## src/rtl/route_switch.sv

```systemverilog
// rtl/route_switch.sv - joins routing decisions with flits, queues them and steers each to the core or a router port
//
// Ports:
//   clk, rst_n                     clock; asynchronous active-low reset
//   ctrl_valid/ctrl_ready          routing decision handshake
//   ctrl_core, ctrl_dir            1 = deliver to core; else router direction 0..3
//   pkt_valid/pkt_ready/pkt_data   flit handshake; flit[ADDR_W-1:0] is the hop address
//   core_valid/core_ready/core_data  local core output (flit unmodified)
//   rt_valid[4]/rt_ready[4]/rt_data  router outputs; rt_valid is one-hot per direction
//   level                          FIFO occupancy
module route_switch #(
    parameter int DATA_W = 16,
    parameter int ADDR_W = 4,
    parameter int DEPTH  = 2
) (
    input  logic                       clk,
    input  logic                       rst_n,
    input  logic                       ctrl_valid,
    output logic                       ctrl_ready,
    input  logic                       ctrl_core,
    input  logic [1:0]                 ctrl_dir,
    input  logic                       pkt_valid,
    output logic                       pkt_ready,
    input  logic [DATA_W-1:0]          pkt_data,
    output logic                       core_valid,
    input  logic                       core_ready,
    output logic [DATA_W-1:0]          core_data,
    output logic [3:0]                 rt_valid,
    input  logic [3:0]                 rt_ready,
    output logic [DATA_W-1:0]          rt_data,
    output logic [$clog2(DEPTH):0]     level
);

    localparam int AW = $clog2(DEPTH);
    localparam int LW = AW + 1;
    localparam int EW = DATA_W + 3;

    // Entry layout: {core, dir[1:0], flit}
    logic [EW-1:0]       mem [DEPTH];
    logic [AW-1:0]       wr_ptr;
    logic [AW-1:0]       rd_ptr;
    logic                full;
    logic                empty;
    logic                push;
    logic                pop;
    logic [ADDR_W-1:0]   addr_mask;
    logic [DATA_W-1:0]   wr_flit;
    logic [EW-1:0]       head;
    logic                head_core;
    logic [1:0]          head_dir;
    logic [DATA_W-1:0]   head_flit;

    assign full  = (level == LW'(DEPTH));
    assign empty = (level == '0);

    // Both channels are consumed together; readiness depends only on the
    // registered occupancy, so a pop never opens room for a same-cycle push.
    assign push       = ctrl_valid & pkt_valid & ~full;
    assign ctrl_ready = push;
    assign pkt_ready  = push;

    // The consumed hop bit is cleared on the way in, so the queued entry
    // already carries the address the next router will see.
    always_comb begin
        addr_mask           = '0;
        addr_mask[ctrl_dir] = 1'b1;
        wr_flit             = pkt_data;
        if (!ctrl_core) begin
            wr_flit = pkt_data & ~{{(DATA_W-ADDR_W){1'b0}}, addr_mask};
        end
    end

    assign head      = mem[rd_ptr];
    assign head_core = head[EW-1];
    assign head_dir  = head[EW-2:EW-3];
    assign head_flit = head[DATA_W-1:0];

    // Outputs come straight from the stored head; with an empty FIFO they are
    // forced to zero, which also makes an asynchronous reset clear them at once.
    always_comb begin
        core_valid = 1'b0;
        rt_valid   = '0;
        core_data  = '0;
        rt_data    = '0;
        if (!empty) begin
            core_data = head_flit;
            rt_data   = head_flit;
            if (head_core) begin
                core_valid = 1'b1;
            end else begin
                rt_valid[head_dir] = 1'b1;
            end
        end
    end

    assign pop = (core_valid & core_ready) | (|(rt_valid & rt_ready));

    always_ff @(posedge clk) begin
        if (push) begin
            mem[wr_ptr] <= {ctrl_core, ctrl_dir, wr_flit};
        end
    end

    always_ff @(posedge clk or negedge rst_n) begin
        if (!rst_n) begin
            wr_ptr <= '0;
            rd_ptr <= '0;
            level  <= '0;
        end else begin
            if (push) begin
                wr_ptr <= wr_ptr + AW'(1);
            end
            if (pop) begin
                rd_ptr <= rd_ptr + AW'(1);
            end
            case ({push, pop})
                2'b10:   level <= level + LW'(1);
                2'b01:   level <= level - LW'(1);
                default: level <= level;
            endcase
        end
    end

endmodule

```

## config.mk

```make
export PLATFORM = sky130hd
export DESIGN_NAME = route_switch
export DESIGN_NICKNAME = d
export VERILOG_FILES = /design/src/rtl/route_switch.sv
export SDC_FILE = /design/constraint.sdc
export NUM_CORES = 1
export LEC_CHECK = 0
export BUFFER_PORTS_ARGS = -buffer_cell sky130_fd_sc_hd__buf_4
export CORE_AREA = 2 2 66 68
export DETAILED_ROUTE_END_ITERATION = 6
export DIE_AREA = 0 0 68 70
export HOLD_SLACK_MARGIN = 0.05
export PLACE_DENSITY = 0.82
export SLEW_MARGIN = 20
export SYNTH_ARGS = -nofsm -noshare
export SYNTH_HDL_FRONTEND = slang
export SYNTH_SLANG_ARGS = --single-unit
```

## constraint.sdc

```tcl
create_clock -name clk -period 3.15 [get_ports clk]
set_clock_uncertainty 0.2 [all_clocks]
set_input_delay 0.4725 -clock clk [delete_from_list [all_inputs] [get_ports clk]]
set_output_delay 0.4725 -clock clk [all_outputs]
set_load 0.05 [all_outputs]
```

==> results.toml, run 1 <==
[outcome]
outcome = "finished clean"

[floorplanning]
coreArea_um2 = 4140
chipHeight_um = 70
die_area_um2 = 4760
ioPinCount = 69
num_rows = 24
initial_core_util = 0.446
die_w_um = 68

[cells_and_area]
nNetsFinal = 216
fillers = 351
area_growth_pct = 29.5
drive_gt1_frac = 0.422
diodes = 0

[route]
drc = 0
wire_per_inst_um = 15.1
wirelength_um = 3600
post_drt_via_cell_ratio = 4.90
drt-initial-drc-count = 60
drt.antenna.violating_nets = 0
route.vias.total = 1172
dr.pass1.iters = 4

[worst_setup_path]
cp_data_required_time_ns = 2.48
cp_slowest_cell = "dfrtp_1"
crit_path_end_kind = "output port"
cp_max_fo = 16
startpoint_type = "register"
crit_type = "register to output port"
path_cells = "buf_4 > mux2i_1 > nor2b_1 > nand2_1 > nor2_1 > buf_4"
cp_slowest_stage_delay_ns = 0.50
worst_path_most_repeated_cell = "buf_4"
cp.arrival_ns = 2.07

[global_routing]
track_usage = 0.159
grt_pass1_wl_um = 5440
grt_max_degree = 20
grt_pass1_vias = 1166
antenna_found_initial = 0
grt-ovfl-total = 0

[cts]
post_cts_buffers = 0
clockBufferDepth = 2
htree_levels = 2
cts_tree = "done"
cts_buffers = 5
clock-sinks = 42
clock_latency_ns = 0.28
cts_resized = 0
clock-root-buffer = "clkbuf_8"
cts.reportedPaths.clkPinSlew_ns = 0.07

[flow_run]
maxCapViolations = 0

[synth]
synthTopCellsByArea = "edfxtp_1 (62%), mux2i_1 (10%), buf_4 (6.9%)"
synth_xor_area_frac = 0.0237
synth.most_common_cell = "edfxtp_1"
synth-edff-count = 38
yosysSeqAreaShare = 0.672
netlist_area_um2 = 1850
synth_top_family_by_area = "multiplexers"
synth_fa_ha_area_frac = 0.00677
synthCells = 128
yosys.area_share.simple = 0.0609
synth_mux_area_frac = 0.123
synth_ff_type = "edfxtp_1"
yosysTopAreaCell = "edfxtp_1"
syn_nets = 157
synth_top_area_share = 0.617
yosys-top-cells-count = "edfxtp_1 (38), nor2_1 (23), mux2i_1 (19)"
ys_ff_latch = 42
synth-compound-area-share = 0.0291
yosysWarningCount = 0
ys_types = 22
avgSynthCellArea_um2 = 14.4
synthArstFlopShare = 0.0952

[placement]
io_buffers = 68
gp_congestion = 0.771
place_hpwl_um = 2700

[hold_path]
hp-class = "input port to register"

[sta]
fin_crit_ns = 2.74
grt_setup_unrepaired = "false"
max_slew_margin = 0.395
setup_viol = 0
fin_setup_tns_ns = 0
tightest_slew_ns = 0.907
finalHoldViolCount = 0
slew_violations = 0
fmax_mhz = 365
finalCritPeriodShare = 0.870
## critical path, delay by kind of cell, from the launching register on
kind                   cells  cell delay (ns)
buffers and inverters      2             0.57
flip-flops                 1             0.50
multiplexers               1             0.29
AND/OR/NAND/NOR            3             0.42
## cell usage in the layout, fill, tap and decap left out
master / synthesis / final
buf_4: 17 / 71
edfxtp_1: 38 / 38
nor2_1: 23 / 22
mux2i_1: 19 / 19
clkbuf_8: 0 / 5
inv_1: 4 / 4
xnor2_1: 4 / 4
dfrtp_1: 4 / 4
nor3_1: 2 / 2
o31a_1: 2 / 2
a21boi_0: 2 / 2
nor2b_1: 1 / 1
mux2_4: 1 / 1
mux4_2: 1 / 1
a22o_1: 1 / 1
nand2_1: 1 / 1
o21ai_0: 1 / 1
o211ai_1: 1 / 1
and2_1: 1 / 1
nor2_2: 0 / 1
xor2_1: 1 / 1
ha_1: 1 / 1
clkinv_1: 0 / 1
clkbuf_1: 1 / 1
dlygate4sd3_1: 0 / 1
## area by class of cell
type,instances,area [um2],share of cell area
Tap cell,52,65.1,0.0272
Clock buffer,6,72.6,0.0303
Inverter,4,15.0,0.00627
Timing Repair Buffer,72,543,0.227
Multi-Input combinational cell,62,453,0.189
Sequential cell,42,1240,0.519
Clock inverter,1,3.75,0.00157
## sequential cells by signal (all words and copies together) (netlist names)
signal and count:
mem 38, level 2, rd_ptr 1, wr_ptr 1
## through the flow
step | util | area (um2) | instances | hold slack [ns] | setup slack [ns]
finish | 0.578 | 2390 | 239 | 0.170 | 0.409
global route | 0.578 | 2390 | 239 | 0.153 | 0.235
CTS | 0.578 | 2390 | 239 | 0.157 | 0.389
global placement | 0.557 | 2310 | 231 | 0.0752 | 0.747
floorplan | - | 1850 | 128 | -0.0231 | 0.266
detailed placement | 0.557 | 2310 | 231 | 0.0762 | 0.717
## cell families after synthesis
group	after synthesis
fa+ha+maj	1
xor+xnor	5
compound gates	7
flops	42
buf+inv	24
mux	21
simple gates	28
## per-layer routing
layer  global-route usage  up-vias  wire [um]
li1                     -      554          -
met1                0.178      589       1280
met2                0.276       27       2110
met3               0.0386        2        175
met4               0.0756        0         36
met5                    0        -          0
## what timing repair did
item                                    in CTS  in global routing
endpoints found under the setup margin       0                  0
hold buffers                                 1                  0
hold endpoints to repair                     4                  0
## final timing paths
kind | startpoint | endpoint | slack (ns) | cells past startpoint
worst max-delay path | rd_ptr | rt_valid[2] | 0.41 | 6
worst min-delay path | pkt_data[12] | mem[0][12] | 0.17 | 1
worst max register to register | rd_ptr | level[1] | 0.75 | 6
worst min register to register | wr_ptr | wr_ptr | 0.31 | 1
max in group asynchronous | rst_n | rd_ptr | 2.32 | 2
min in group asynchronous | rst_n | level[1] | 0.32 | 2
Power of run 1 is not shown: default switching activity piles up to over one toggle a cycle in this logic, so the estimate is an artifact.
==> inputs of run 2 (changes only) <==
--- a/config.mk
+++ b/config.mk
@@ -5,12 +5,13 @@
 export SDC_FILE = /design/constraint.sdc
 export NUM_CORES = 1
 export LEC_CHECK = 0
+export ABC_AREA = 1
 export BUFFER_PORTS_ARGS = -buffer_cell sky130_fd_sc_hd__buf_4
 export CORE_AREA = 2 2 66 68
 export DETAILED_ROUTE_END_ITERATION = 6
 export DIE_AREA = 0 0 68 70
 export HOLD_SLACK_MARGIN = 0.05
-export PLACE_DENSITY = 0.82
+export PLACE_DENSITY = 0.84
 export SLEW_MARGIN = 20
 export SYNTH_ARGS = -nofsm -noshare
 export SYNTH_HDL_FRONTEND = slang
==> results.toml, run 2 <==
[sta]
fmax_mhz = 399
setup_viol = 0
grt_setup_unrepaired = "false"
tightest_slew_ns = 0.452
finalHoldViolCount = 0
fin_setup_tns_ns = 0
fin_crit_ns = 2.50
slew_violations = 0
max_slew_margin = 0.697
finalCritPeriodShare = 0.795
fin_ws_ns = 0.645
hold_ws_ns = 0.161

[floorplanning]
num_rows = 24
initial_core_util = 0.462
coreArea_um2 = 4140
die_area_um2 = 4760
die_w_um = 68
chipHeight_um = 70
ioPinCount = 69

[synth]
synth-edff-count = 38
ys_ff_latch = 42
synthCells = 180
synthArstFlopShare = 0.0952
synth.most_common_cell = "nand2_1"
avgSynthCellArea_um2 = 10.6
ys_types = 21
netlist_area_um2 = 1910
yosysTopAreaCell = "edfxtp_1"
synth_top_area_share = 0.596
synthTopCellsByArea = "edfxtp_1 (60%), nand2_1 (9.8%), buf_4 (7.1%)"
syn_nets = 209
yosysSeqAreaShare = 0.648
yosysWarningCount = 0
synth_ff_type = "edfxtp_1"
yosys-top-cells-count = "nand2_1 (50), edfxtp_1 (38), a21oi_1 (18), buf_4 (18), inv_1 (16)"

[global_routing]
grt-ovfl-total = 0
grt_pass1_wl_um = 5680
grt_pass1_vias = 1294
grt_max_degree = 21
antenna_found_initial = 0
track_usage = 0.165

[cts]
clock-root-buffer = "clkbuf_8"
clock_latency_ns = 0.29
cts_buffers = 5
htree_levels = 2
cts_tree = "done"
clockBufferDepth = 2
cts.reportedPaths.clkPinSlew_ns = 0.08
clock-sinks = 42
post_cts_buffers = 0

[worst_setup_path]
crit_path_end_kind = "output port"
cp_max_fo = 19
cp_data_required_time_ns = 2.48
cp.arrival_ns = 1.83
startpoint_type = "register"
crit_type = "register to output port"

[route]
dr.pass1.iters = 4
met2_length_um = 1890
drc = 0
drt.antenna.violating_nets = 0
post_drt_via_cell_ratio = 4.75
wirelength_um = 3720
routed.top_layer = "met4"
drt-initial-drc-count = 49
route.vias.total = 1381
met3_length_um = 260
wire_per_inst_um = 12.8
m1WireLength_um = 1490

[cells_and_area]
fillers = 331
diodes = 0
drive_gt1_frac = 0.368
layout_commonest_cell = "buf_4"
final-seq-area_um2 = 1240
top_register = "mem"
nNetsFinal = 267
area_growth_pct = 29.3
top_regs = "mem (38), level (2)"
fin_cells = 291
multi_input_area_um2 = 462
final_cell_mix = "buf_4 (72), nand2_1 (50), edfxtp_1 (38)"
largest_reg_flops = 38

[placement]
gp_congestion = 0.788
place_inst = 282
io_buffers = 68
place_hpwl_um = 2670
pre_cts_slack_ns = 0.692

[hold_path]
hp-class = "input port to register"

[outcome]
outcome = "finished clean"

[flow_run]
maxCapViolations = 0
## run 2: worst max-delay path: stages, from the launching register on
cell     delay, ns
dfrtp_1       0.57
inv_2         0.24
nand2_1       0.13
nand2_1       0.09
nor2_2        0.13
inv_1         0.07
nor2_1        0.10
buf_4         0.20
## run 2: final cells by class
cell class / count / share of cell area
clock buffer: 5 / 0.0278
sequential: 42 / 0.501
timing repair buffer: 73 / 0.222
inverter: 17 / 0.0258
clock inverter: 3 / 0.0101
multi-input combinational: 99 / 0.186
tap: 52 / 0.0263
## run 2: repair_timing
action / in CTS / in global routing
endpoints found under the hold margin: 4 / 0
hold buffers: 1 / 0
gates resized for setup: 0 / 0
## run 2: path summary, 6_finish.rpt
kind	startpoint	end	slack [ns]	cells past startpoint
worst max-delay path	rd_ptr	rt_valid[0]	0.65	7
worst min-delay path	pkt_data[13]	mem[0][13]	0.16	1
worst max register to register	rd_ptr	level[1]	0.67	12
worst min register to register	wr_ptr	wr_ptr	0.37	2
max in group asynchronous	rst_n	level[0]	2.34	2
min in group asynchronous	rst_n	level[1]	0.31	2
## run 2: per-stage QoR
step / util / instance area (um2)
CTS: 0.598 / 2480
global route: 0.598 / 2480
floorplan: - / 1910
finish: 0.598 / 2480
detailed placement: 0.572 / 2370
global placement: 0.572 / 2370
## run 2: logic make-up after synthesis
family | Yosys count | synth area share
buffers and inverters | 39 | 0.113
AO/OA/AOI/OAI | 26 | 0.0752
adder cells (fa/ha/maj) | 1 | 0.00653
XOR/XNOR | 2 | 0.00915
AND/OR/NAND/NOR | 70 | 0.148
flip-flops | 42 | 0.648
## run 2: per-layer routing
layer | GRT usage | vias up
met5 | 0 | -
met4 | 0.104 | 0
met3 | 0.0338 | 9
met2 | 0.254 | 51
met1 | 0.207 | 623
li1 | - | 698
Power of run 2 is left out for the same reason.
==> inputs of run 3 (changes only) <==
--- a/config.mk
+++ b/config.mk
@@ -7,11 +7,11 @@
 export LEC_CHECK = 0
 export ABC_AREA = 1
 export BUFFER_PORTS_ARGS = -buffer_cell sky130_fd_sc_hd__buf_4
-export CORE_AREA = 2 2 66 68
+export CORE_AREA = 2 2 69 71
 export DETAILED_ROUTE_END_ITERATION = 6
-export DIE_AREA = 0 0 68 70
+export DIE_AREA = 0 0 71 73
 export HOLD_SLACK_MARGIN = 0.05
-export PLACE_DENSITY = 0.84
+export PLACE_DENSITY = 0.81
 export SLEW_MARGIN = 20
 export SYNTH_ARGS = -nofsm -noshare
 export SYNTH_HDL_FRONTEND = slang
==> constraint.sdc (replaced) <==
create_clock -name clk -period 2.1 [get_ports clk]
set_clock_uncertainty 0.2 [all_clocks]
set_input_delay 0.315 -clock clk [delete_from_list [all_inputs] [get_ports clk]]
set_output_delay 0.315 -clock clk [all_outputs]
set_load 0.05 [all_outputs]
==> results.toml, run 3 (synthesis gave the netlist of run 2 again) <==
[outcome]
outcome = "complete, but fails checks"
violations = "negative setup slack"

[cts]
htree_levels = 2
clock_latency_ns = 0.28
cts_buffers = 5
clock-sinks = 42
cts.reportedPaths.clkPinSlew_ns = 0.07
clock-root-buffer = "clkbuf_8"
cts_tree = "done"
clockBufferDepth = 2

[sta]
hold_ws_ns = 0.132
fin_ws_ns = -0.0448
fin_crit_ns = 2.14
grt_setup_unrepaired = "true"
setup_viol = 2
finalCritPeriodShare = 1.02
fin_setup_tns_ns = -0.0619
max_slew_margin = 0.335
slew_violations = 0
fmax_mhz = 466
finalHoldViolCount = 0
tightest_slew_ns = 0.997

[placement]
io_buffers = 68
gp_congestion = 0.773
place_hpwl_um = 2780
placed_area_um2 = 2570

[global_routing]
grt-ovfl-total = 0
busiest_layer = "met2"
antenna_found_initial = 0
track_usage = 0.149
gr-usage-met1 = 0.168
grt_pass1_vias = 1412
grt.met3_usage = 0.0249
grtUsageMet2 = 0.267
grt_max_degree = 21
grt_pass1_wl_um = 5950

[worst_setup_path]
cp-startpoint = "rd_ptr"
r2r-start = "rd_ptr"
path_cells = "buf_6 > nand2_1 > o21ai_2 > nor2_2 > nand3_2 > nand2_1 > nor2_2 > nand2_1 > ha_1 > a21oi_2 > o21ai_2 > xor2_1"
cp_max_fo = 5
crit_type = "register to register"
r2r-end = "level[1]"
cp_data_required_time_ns = 2.07
cp_slowest_cell = "dfrtp_2"
worst_path_most_repeated_cell = "nand2_1"
cp_slowest_stage_delay_ns = 0.45
ff2ff_setup_slack_ns = -0.04
cp.arrival_ns = 2.11
reg2regPathDepth = 12
crit_path_end_kind = "register"
startpoint_type = "register"

[cells_and_area]
layout_commonest_cell = "buf_4"
diodes = 0
largest_reg_flops = 38
drive_gt1_frac = 0.511
nNetsFinal = 300
area_growth_pct = 59.3
fillers = 313
final_core_util = 0.672
final_cell_mix = "buf_4 (78), nand2_1 (46), edfxtp_1 (38)"
top_register = "mem"
top_regs = "mem (38), level (2)"
design_area_um2 = 3050

[floorplanning]
die_w_um = 71
chipHeight_um = 73
num_rows = 25
initial_core_util = 0.422
die_area_um2 = 5180
coreArea_um2 = 4540
ioPinCount = 69

[hold_path]
hp-class = "input port to register"
min_to = "mem[1][1]"
hold_path.startpoint = "pkt_data[1]"
hold_path_depth = 3

[flow_run]
maxCapViolations = 0

[route]
route.vias.total = 1541
wire_per_inst_um = 13.2
drt.antenna.violating_nets = 0
wirelength_um = 4310
drt-initial-drc-count = 53
drc = 0
dr.pass1.iters = 4
post_drt_via_cell_ratio = 4.73
[run 3: repair_timing]
item,CTS,global route
endpoints found under the hold margin,34,0
pin swaps,0,6
buffers inserted,2,10
hold buffers,16,0
setup endpoints to repair,5,57
gates cloned,0,0
gates resized for setup,3,28
[run 3: worst max-delay path by stage]
stage / end / slack (ns) / depth (start not counted)
floorplan: level[1] / -0.14 / 13
global placement: level[1] / 0.02 / 12
detailed placement: level[1] / -0.09 / 12
CTS: level[1] / -0.04 / 12
global route: level[1] / -0.16 / 12
finish: level[1] / -0.04 / 12
[run 3: final cells by class]
cell class	instances	area, um2	share of cell area
tap	54	67.6	0.0222
multi-input combinational	99	658	0.216
inverter	17	63.8	0.0209
clock buffer	7	86.3	0.0283
sequential	42	1240	0.408
clock inverter	1	30.0	0.00985
timing repair buffer	106	898	0.295
[run 3: through the flow]
stage	setup WS (ns)	instances
after floorplan	-0.143	180
after global placement	0.0244	290
after detailed placement	-0.0920	290
after CTS	-0.0384	316
after global routing	-0.164	326
final	-0.0448	326
[run 3: metal layers]
layer / share of wire / vias to the layer above
met1: 0.39 / 719
met5: 0 / -
met3: 0.045 / 10
li1: - / 765
met2: 0.54 / 47
met4: 0.022 / 0
[run 3: worst max-delay path, delay by kind of cell (launching register included)]
kind            cells  cell delay (ns)
flops               1             0.45
fa+ha+maj           1             0.24
simple gates        6             0.59
buf+inv             1             0.14
xor+xnor            1             0.16
compound gates      3             0.26
Power of run 3 is left out for the same reason.
